`config.mk`:
```
export PLATFORM = sky130hd
export DESIGN_NAME = project
export DESIGN_NICKNAME = d
export VERILOG_FILES = /design/src/rtl/project.sv
export SDC_FILE = /design/constraint.sdc
export NUM_CORES = 2
export LEC_CHECK = 0
export BUFFER_PORTS_ARGS = -buffer_cell sky130_fd_sc_hd__buf_2
export CORE_MARGIN = 3
export CORE_UTILIZATION = 35
export DETAILED_ROUTE_END_ITERATION = 10
export GPL_TIMING_DRIVEN = 0
export SLEW_MARGIN = 10
export SYNTH_ARGS = -nofsm -noshare
export SYNTH_HDL_FRONTEND = slang
export SYNTH_SLANG_ARGS = --single-unit
```
`constraint.sdc`:
```
create_clock -name clk -period 33.4 [get_ports clk]
set_input_delay 3.34 -clock clk [delete_from_list [all_inputs] [get_ports clk]]
set_output_delay 3.34 -clock clk [all_outputs]
set_load 0.02 [all_outputs]
```
`src/rtl/project.sv`:
```
// 3x3 valid-convolution engine.
// Loads a 3x3 signed 8-bit kernel from weight memory, then walks records in input
// memory (header N, then N*N signed 8-bit elements), streaming each element in exactly
// once through a three-row circular line buffer. One saturated signed 16-bit result is
// written per full window, in row-major order, to consecutive output addresses.
// Optional feature: define PROJECT_RELU_EN to clamp negative results to 0x0000.
module project (
    input  logic        clk,
    input  logic        reset_b,
    input  logic        dut_run,
    output logic        dut_busy,
    output logic [11:0] dut_sram_read_address,
    input  logic [15:0] sram_dut_read_data,
    output logic [11:0] dut_wmem_read_address,
    input  logic [15:0] wmem_dut_read_data,
    output logic [11:0] dut_sram_write_address,
    output logic [15:0] dut_sram_write_data,
    output logic        dut_sram_write_enable
);

    typedef enum logic [2:0] {StIdle, StLoadW, StReadHdr, StCompute, StDone} state_e;

    state_e state_q, state_d;

    logic        busy_q;
    logic        dv_q;          // read-data bus holds the word for last cycle's address
    logic [11:0] wmem_addr_q;
    logic [3:0]  ld_cnt_q;
    logic [11:0] rd_addr_q;     // next input-memory word to request
    logic [4:0]  n_q;
    logic [9:0]  npix_q;
    logic [9:0]  iss_cnt_q;
    logic [3:0]  row_q, col_q;
    logic [1:0]  slot_q;        // line-buffer slot holding the current row
    logic        we_q;
    logic [11:0] waddr_q, wr_ptr_q;
    logic [15:0] wdata_q;

    logic signed [7:0] kern [0:8];
    logic signed [7:0] lb [0:63];

    // FSM decode
    logic start, w_issue, w_cap, hdr_issue, hdr_cap, el_issue, el_cap;
    logic hdr_ok, row_end, last_row, win_ok, last_el;
    logic [4:0] hdr_n;
    logic [9:0] hdr_sq;

    // Window datapath
    logic [1:0]  prev1, prev2;
    logic [3:0]  cm1, cm2;
    logic signed [7:0]  win [0:8];
    logic signed [15:0] prod;
    logic signed [19:0] acc;
    logic [15:0] sat, result;
    logic        unused_wmem_hi;

    assign unused_wmem_hi = ^wmem_dut_read_data[15:8];

    assign hdr_ok   = (sram_dut_read_data >= 16'd3) && (sram_dut_read_data <= 16'd16);
    assign hdr_n    = sram_dut_read_data[4:0];
    assign hdr_sq   = {5'd0, hdr_n} * {5'd0, hdr_n};
    assign row_end  = ({1'b0, col_q} == n_q - 5'd1);
    assign last_row = ({1'b0, row_q} == n_q - 5'd1);
    assign win_ok   = el_cap && (row_q >= 4'd2) && (col_q >= 4'd2);
    assign last_el  = el_cap && row_end && last_row;

    // State register
    always_ff @(posedge clk or negedge reset_b) begin
        if (!reset_b) state_q <= StIdle;
        else          state_q <= state_d;
    end

    // Next-state logic
    always_comb begin
        state_d = state_q;
        unique case (state_q)
            StIdle:    if (start) state_d = StLoadW;
            StLoadW:   if (w_cap && ld_cnt_q == 4'd8) state_d = StReadHdr;
            StReadHdr: if (hdr_cap) state_d = hdr_ok ? StCompute : StDone;
            StCompute: if (last_el) state_d = StReadHdr;
            StDone:    state_d = StIdle;
            default:   state_d = StIdle;
        endcase
    end

    // FSM outputs: per-state read issue and capture strobes
    always_comb begin
        start     = 1'b0;
        w_issue   = 1'b0;
        w_cap     = 1'b0;
        hdr_issue = 1'b0;
        hdr_cap   = 1'b0;
        el_issue  = 1'b0;
        el_cap    = 1'b0;
        unique case (state_q)
            StIdle:    start = dut_run;
            StLoadW: begin
                w_issue = (wmem_addr_q < 12'd9);
                w_cap   = dv_q;
            end
            StReadHdr: begin
                hdr_issue = !dv_q;
                hdr_cap   = dv_q;
            end
            // Issues N*N elements plus the next header, so the header is already
            // on the bus when the record finishes.
            StCompute: begin
                el_issue = (iss_cnt_q <= npix_q);
                el_cap   = dv_q;
            end
            default: ;
        endcase
    end

    // Gather the 3x3 window: two rows from the line buffer, current row plus live element
    always_comb begin
        prev1  = (slot_q == 2'd0) ? 2'd2 : slot_q - 2'd1;
        prev2  = (prev1 == 2'd0) ? 2'd2 : prev1 - 2'd1;
        cm1    = col_q - 4'd1;
        cm2    = col_q - 4'd2;
        win[0] = lb[{prev2, cm2}];
        win[1] = lb[{prev2, cm1}];
        win[2] = lb[{prev2, col_q}];
        win[3] = lb[{prev1, cm2}];
        win[4] = lb[{prev1, cm1}];
        win[5] = lb[{prev1, col_q}];
        win[6] = lb[{slot_q, cm2}];
        win[7] = lb[{slot_q, cm1}];
        win[8] = sram_dut_read_data[7:0];
    end

    // Nine signed products, accumulate, saturate to signed 16-bit
    always_comb begin
        acc  = '0;
        prod = '0;
        for (int i = 0; i < 9; i++) begin
            prod = kern[i] * win[i];
            acc  = acc + {{4{prod[15]}}, prod};
        end
        if (acc > 20'sd32767)       sat = 16'h7FFF;
        else if (acc < -20'sd32768) sat = 16'h8000;
        else                        sat = acc[15:0];
`ifdef PROJECT_RELU_EN
        result = sat[15] ? 16'h0000 : sat;
`else
        result = sat;
`endif
    end

    // Kernel and line-buffer storage; contents are don't-care until loaded
    always_ff @(posedge clk) begin
        if (w_cap)  kern[ld_cnt_q] <= wmem_dut_read_data[7:0];
        if (el_cap) lb[{slot_q, col_q}] <= sram_dut_read_data[7:0];
    end

    // Control counters, addresses and the registered write port
    always_ff @(posedge clk or negedge reset_b) begin
        if (!reset_b) begin
            busy_q      <= 1'b0;
            dv_q        <= 1'b0;
            wmem_addr_q <= '0;
            ld_cnt_q    <= '0;
            rd_addr_q   <= '0;
            n_q         <= '0;
            npix_q      <= '0;
            iss_cnt_q   <= '0;
            row_q       <= '0;
            col_q       <= '0;
            slot_q      <= '0;
            we_q        <= 1'b0;
            waddr_q     <= '0;
            wr_ptr_q    <= '0;
            wdata_q     <= '0;
        end else begin
            dv_q <= w_issue | hdr_issue | el_issue;
            if (start) begin
                busy_q      <= 1'b1;
                wmem_addr_q <= '0;
                ld_cnt_q    <= '0;
                rd_addr_q   <= '0;
                wr_ptr_q    <= '0;
            end
            if (w_issue) wmem_addr_q <= wmem_addr_q + 12'd1;
            if (w_cap)   ld_cnt_q <= ld_cnt_q + 4'd1;
            if (hdr_issue || el_issue) rd_addr_q <= rd_addr_q + 12'd1;
            if (hdr_cap) begin
                n_q       <= hdr_n;
                npix_q    <= hdr_sq;
                iss_cnt_q <= '0;
                row_q     <= '0;
                col_q     <= '0;
                slot_q    <= '0;
                if (!hdr_ok) busy_q <= 1'b0;
            end
            if (el_issue) iss_cnt_q <= iss_cnt_q + 10'd1;
            if (el_cap) begin
                if (row_end) begin
                    col_q  <= '0;
                    row_q  <= row_q + 4'd1;
                    slot_q <= (slot_q == 2'd2) ? 2'd0 : slot_q + 2'd1;
                end else begin
                    col_q <= col_q + 4'd1;
                end
            end
            we_q <= win_ok;
            if (win_ok) begin
                waddr_q  <= wr_ptr_q;
                wdata_q  <= result;
                wr_ptr_q <= wr_ptr_q + 12'd1;
            end
        end
    end

    assign dut_busy               = busy_q;
    assign dut_sram_read_address  = rd_addr_q;
    assign dut_wmem_read_address  = wmem_addr_q;
    assign dut_sram_write_address = waddr_q;
    assign dut_sram_write_data    = wdata_q;
    assign dut_sram_write_enable  = we_q;

endmodule

```
==> results.toml <==
[outcome]
status = "complete, but fails checks"
violations = "capacitance limit, slew limit"

[worst_setup_path]
cp_common_cell = "fa_1"
r2r_start = "col_q[1]$_DFFE_PN0P_"
crit_arrival_ns = 18.61
cp_max_fo = 13
r2r_slack_ns = 15.33
required_ns = 33.94
worst-r2r-cell-count = 51
critical-path-max-stage-delay_ns = 1.19
timing.rr.end = "dut_sram_write_data[4]$_DFFE_PN0P_"
path_delay_family = "adder cells"
cp-start-kind = "flop"
slowest_stage = "clkbuf_1"
cp-end-kind = "flop"
path_class = "flop to flop"
critPathBufInv = 14

[floorplanning]
coreArea_sq_um = 175000
die-area_sq_um = 181000
die_x_um = 426
ios = 89
rows = 153
fp.dieH_um = 426
initial_core_util_pct = 35.3

[yosys]
synth_flop_cell = "edfxtp_1"
avgSynthCellArea_sq_um = 12.4
synth_top_family_by_area = "adder cells"
synth_cell_types = 71
syn-num-nets = 6013
yosys.area_share.simple_pct = 8.97
synth_fa_ha_area_share_pct = 29.4
yosys_warnings = 0
ys_seq_area_share_pct = 32.8
synth_compound_area_share_pct = 4.22
synth-seq-cells = 691
async_flop_share_pct = 15.5
muxShareOfSynthArea_pct = 16.3
synthCells = 4958
synth-xor-area-share_pct = 1.68
synth-edff-count = 584
netlist_area_sq_um = 61700

[detailed_routing]
num_vias = 42600
routed_wl_um = 219000
drtIter0Drc = 5366
first_pass_iters = 6
routedWlPerCell_um = 29.1
via_per_inst = 5.67
route.detailed.drc = 0
ant_nets = 0

[place]
placed_cell_area_sq_um = 65100
dpl.hpwl_um = 165000
io_buffer_count = 80
gp_routability_congestion = 1.04

[clock_network]
cts.sinks = 691
cts_buffers = 80
ctsResizeCount = 0
insertion_delay_ns = 0.73
cts-hold-fix-buffers = 0
clk_pin_slew_ns = 0.06
cts_buffer_depth = 3
cts.htree.levels = 3
post_cts_buffers = 0
cts_tree = "built"
cts_root_buffer = "clkbuf_16"

[sta]
final.setup.tns_ns = 0
grt_setup_unrepaired = "no"
relSlewSlack_pct = -2.88
final-hold-violation-count = 0
final_max_slew_viol_count = 11
fin_crit_sh_pct = 54.1
min_period_ns = 18.07
fmax_mhz = 55.3
skew_ns = 0.0725
setup_viol = 0
worstMarginPinSlew_ns = 1.54

[job]
cap_violations = 2

[min_path]
whs_path_depth = 2
min-delay-path-class = "flop to flop"
min-delay-start = "dut_sram_write_address[6]$_DFFE_PN0P_"
whs_endpoint = "dut_sram_write_address[6]$_DFFE_PN0P_"

[layout]
design_area_sq_um = 67800
nets = 6180
fin_util_pct = 38.8
drive_gt1_share_pct = 13.6
area_growth_pct = 9.84

[global_routing]
antenna_found_initial = 18
grt_usage_pct = 24.2
grt_pass1_wl_um = 310000
grt_overflow = 0
grt_pass1_vias = 42900
grt_max_degree = 82
==> registers in the layout, summed over array words and instances, names as in the netlist <==
register and flops:
col_q 4, dut_busy 1, dut_sram_read_address 12, dut_sram_write_address 12
dut_sram_write_data 16, dut_sram_write_enable 1, dut_wmem_read_address 12, dv_q 1
iss_cnt_q 10, kern 72, lb 512, ld_cnt_q 4
n_q 5, npix_q 8, row_q 4, slot_q 2
state_q 3, wr_ptr_q 12
==> kinds of logic after synthesis <==
group / count (synthesis)
AND/OR/NAND/NOR: 1145
buffers and inverters: 1024
adder cells (fa/ha/maj): 1020
flip-flops: 691
multiplexers: 547
AO/OA/AOI/OAI: 413
XOR/XNOR: 118
==> per-stage QoR <==
step,setup WS [ns],cells,hold slack [ns]
3_3_place_gp,14.97,7363,0.456
4_1_cts,15.39,7511,0.472
2_1_floorplan,19.32,4958,0.450
3_5_place_dp,15.43,7368,0.457
6_report,15.33,7526,0.471
5_1_grt,14.73,7515,0.500
==> tightest hold or removal path, stage by stage (launching register included) <==
cell	delay, ns
dfrtp_1	0.34
nand2_1	0.05
nand2_1	0.05
==> placed cells by master (no fill, tap or decap), types with 15 or more instances in the layout <==
cell	count
buf_2	124
dfrtp_1	107
fa_1	717
buf_6	21
nand2_1	449
o221ai_1	24
nor2_1	183
o22ai_1	29
o21ai_0	112
edfxtp_1	584
and2_1	304
xnor2_1	81
ha_1	303
inv_1	832
a21oi_1	106
o211ai_1	16
a21o_1	22
nor2b_1	33
nor3_1	19
clkbuf_1	80
mux4_2	362
mux2i_1	166
xor2_1	37
mux2_2	19
nand2b_1	51
nand3_1	47
buf_1	19
clkinv_1	18
buf_4	28
clkbuf_16	81
diode_2	15
==> per-layer routing <==
metal	GRT usage (%)	wire, um	part of all wire (%)
met2	36.5	96200	44
met5	0	88	0.040
met3	8.23	27400	13
met1	30.4	80400	37
met4	13.4	14700	6.7
==> layout make-up <==
type | count | area (sq um)
fillers | 16700 | 107000
well taps | 2325 | 2910
clock buffers | 96 | 2100
plain buffers | 181 | 970
inverters | 843 | 3160
diodes | 15 | 37.5
multi-input cells | 3243 | 37300
repair buffers | 85 | 546
clock inverters | 47 | 460
flip-flops and latches | 691 | 20200
==> how the worst max path moves through the flow <==
stage | start | to | slack [ns] | cells past startpoint
final | col_q[1]$_DFFE_PN0P_ | dut_sram_write_data[4]$_DFFE_PN0P_ | 15.33 | 51
after global routing | col_q[0]$_DFFE_PN0P_ | dut_sram_write_data[4]$_DFFE_PN0P_ | 14.73 | 53
after detailed placement | col_q[1]$_DFFE_PN0P_ | dut_sram_write_data[1]$_DFFE_PN0P_ | 15.43 | 53
after CTS | col_q[1]$_DFFE_PN0P_ | dut_sram_write_data[0]$_DFFE_PN0P_ | 15.39 | 53
after global placement | col_q[1]$_DFFE_PN0P_ | dut_sram_write_data[0]$_DFFE_PN0P_ | 14.97 | 53
after floorplan | sram_dut_read_data[1] | dut_sram_write_data[4]$_DFFE_PN0P_ | 19.32 | 43
==> Yosys cell counts (5+ instances only) <==
library cell  count  share of area [%]
nor3_1           20               0.16
inv_2            10              0.061
o311ai_1          5              0.071
nor2b_1          33               0.33
nand2_1         449                2.7
inv_1           832                5.1
o21bai_1          9               0.11
nand3_1          47               0.38
o22ai_1          29               0.29
dfrtp_1         107                4.3
buf_1            21               0.13
xnor2_1          81                1.2
ha_1            303                6.1
mux2_2           19               0.35
a31oi_1           6              0.061
mux4_2          362                 13
o32ai_1           7              0.099
o311ai_0          9               0.13
and2_1          304                3.1
nand4_1           6              0.061
buf_6            19               0.35
o221ai_1         24               0.34
a21o_1           22               0.27
or2_2            13               0.13
a211oi_1         14               0.17
o211ai_1         16               0.19
nand2b_1         51               0.52
o31ai_1           9               0.11
edfxtp_1        584                 28
xor2_1           37               0.53
buf_4            21               0.26
and3_1           10               0.10
or3_1             5              0.051
buf_2            50               0.41
fa_1            717                 23
o21a_1            6              0.073
nor2_1          183                1.1
clkbuf_1         70               0.43
mux2i_1         166                2.7
nor4_1            5              0.051
o21ai_0         112               0.91
a21oi_1         106               0.86
Power is left out: the tool's default activity adds up to more than one toggle a clock period on the data nets, which glitch-free logic cannot reach.
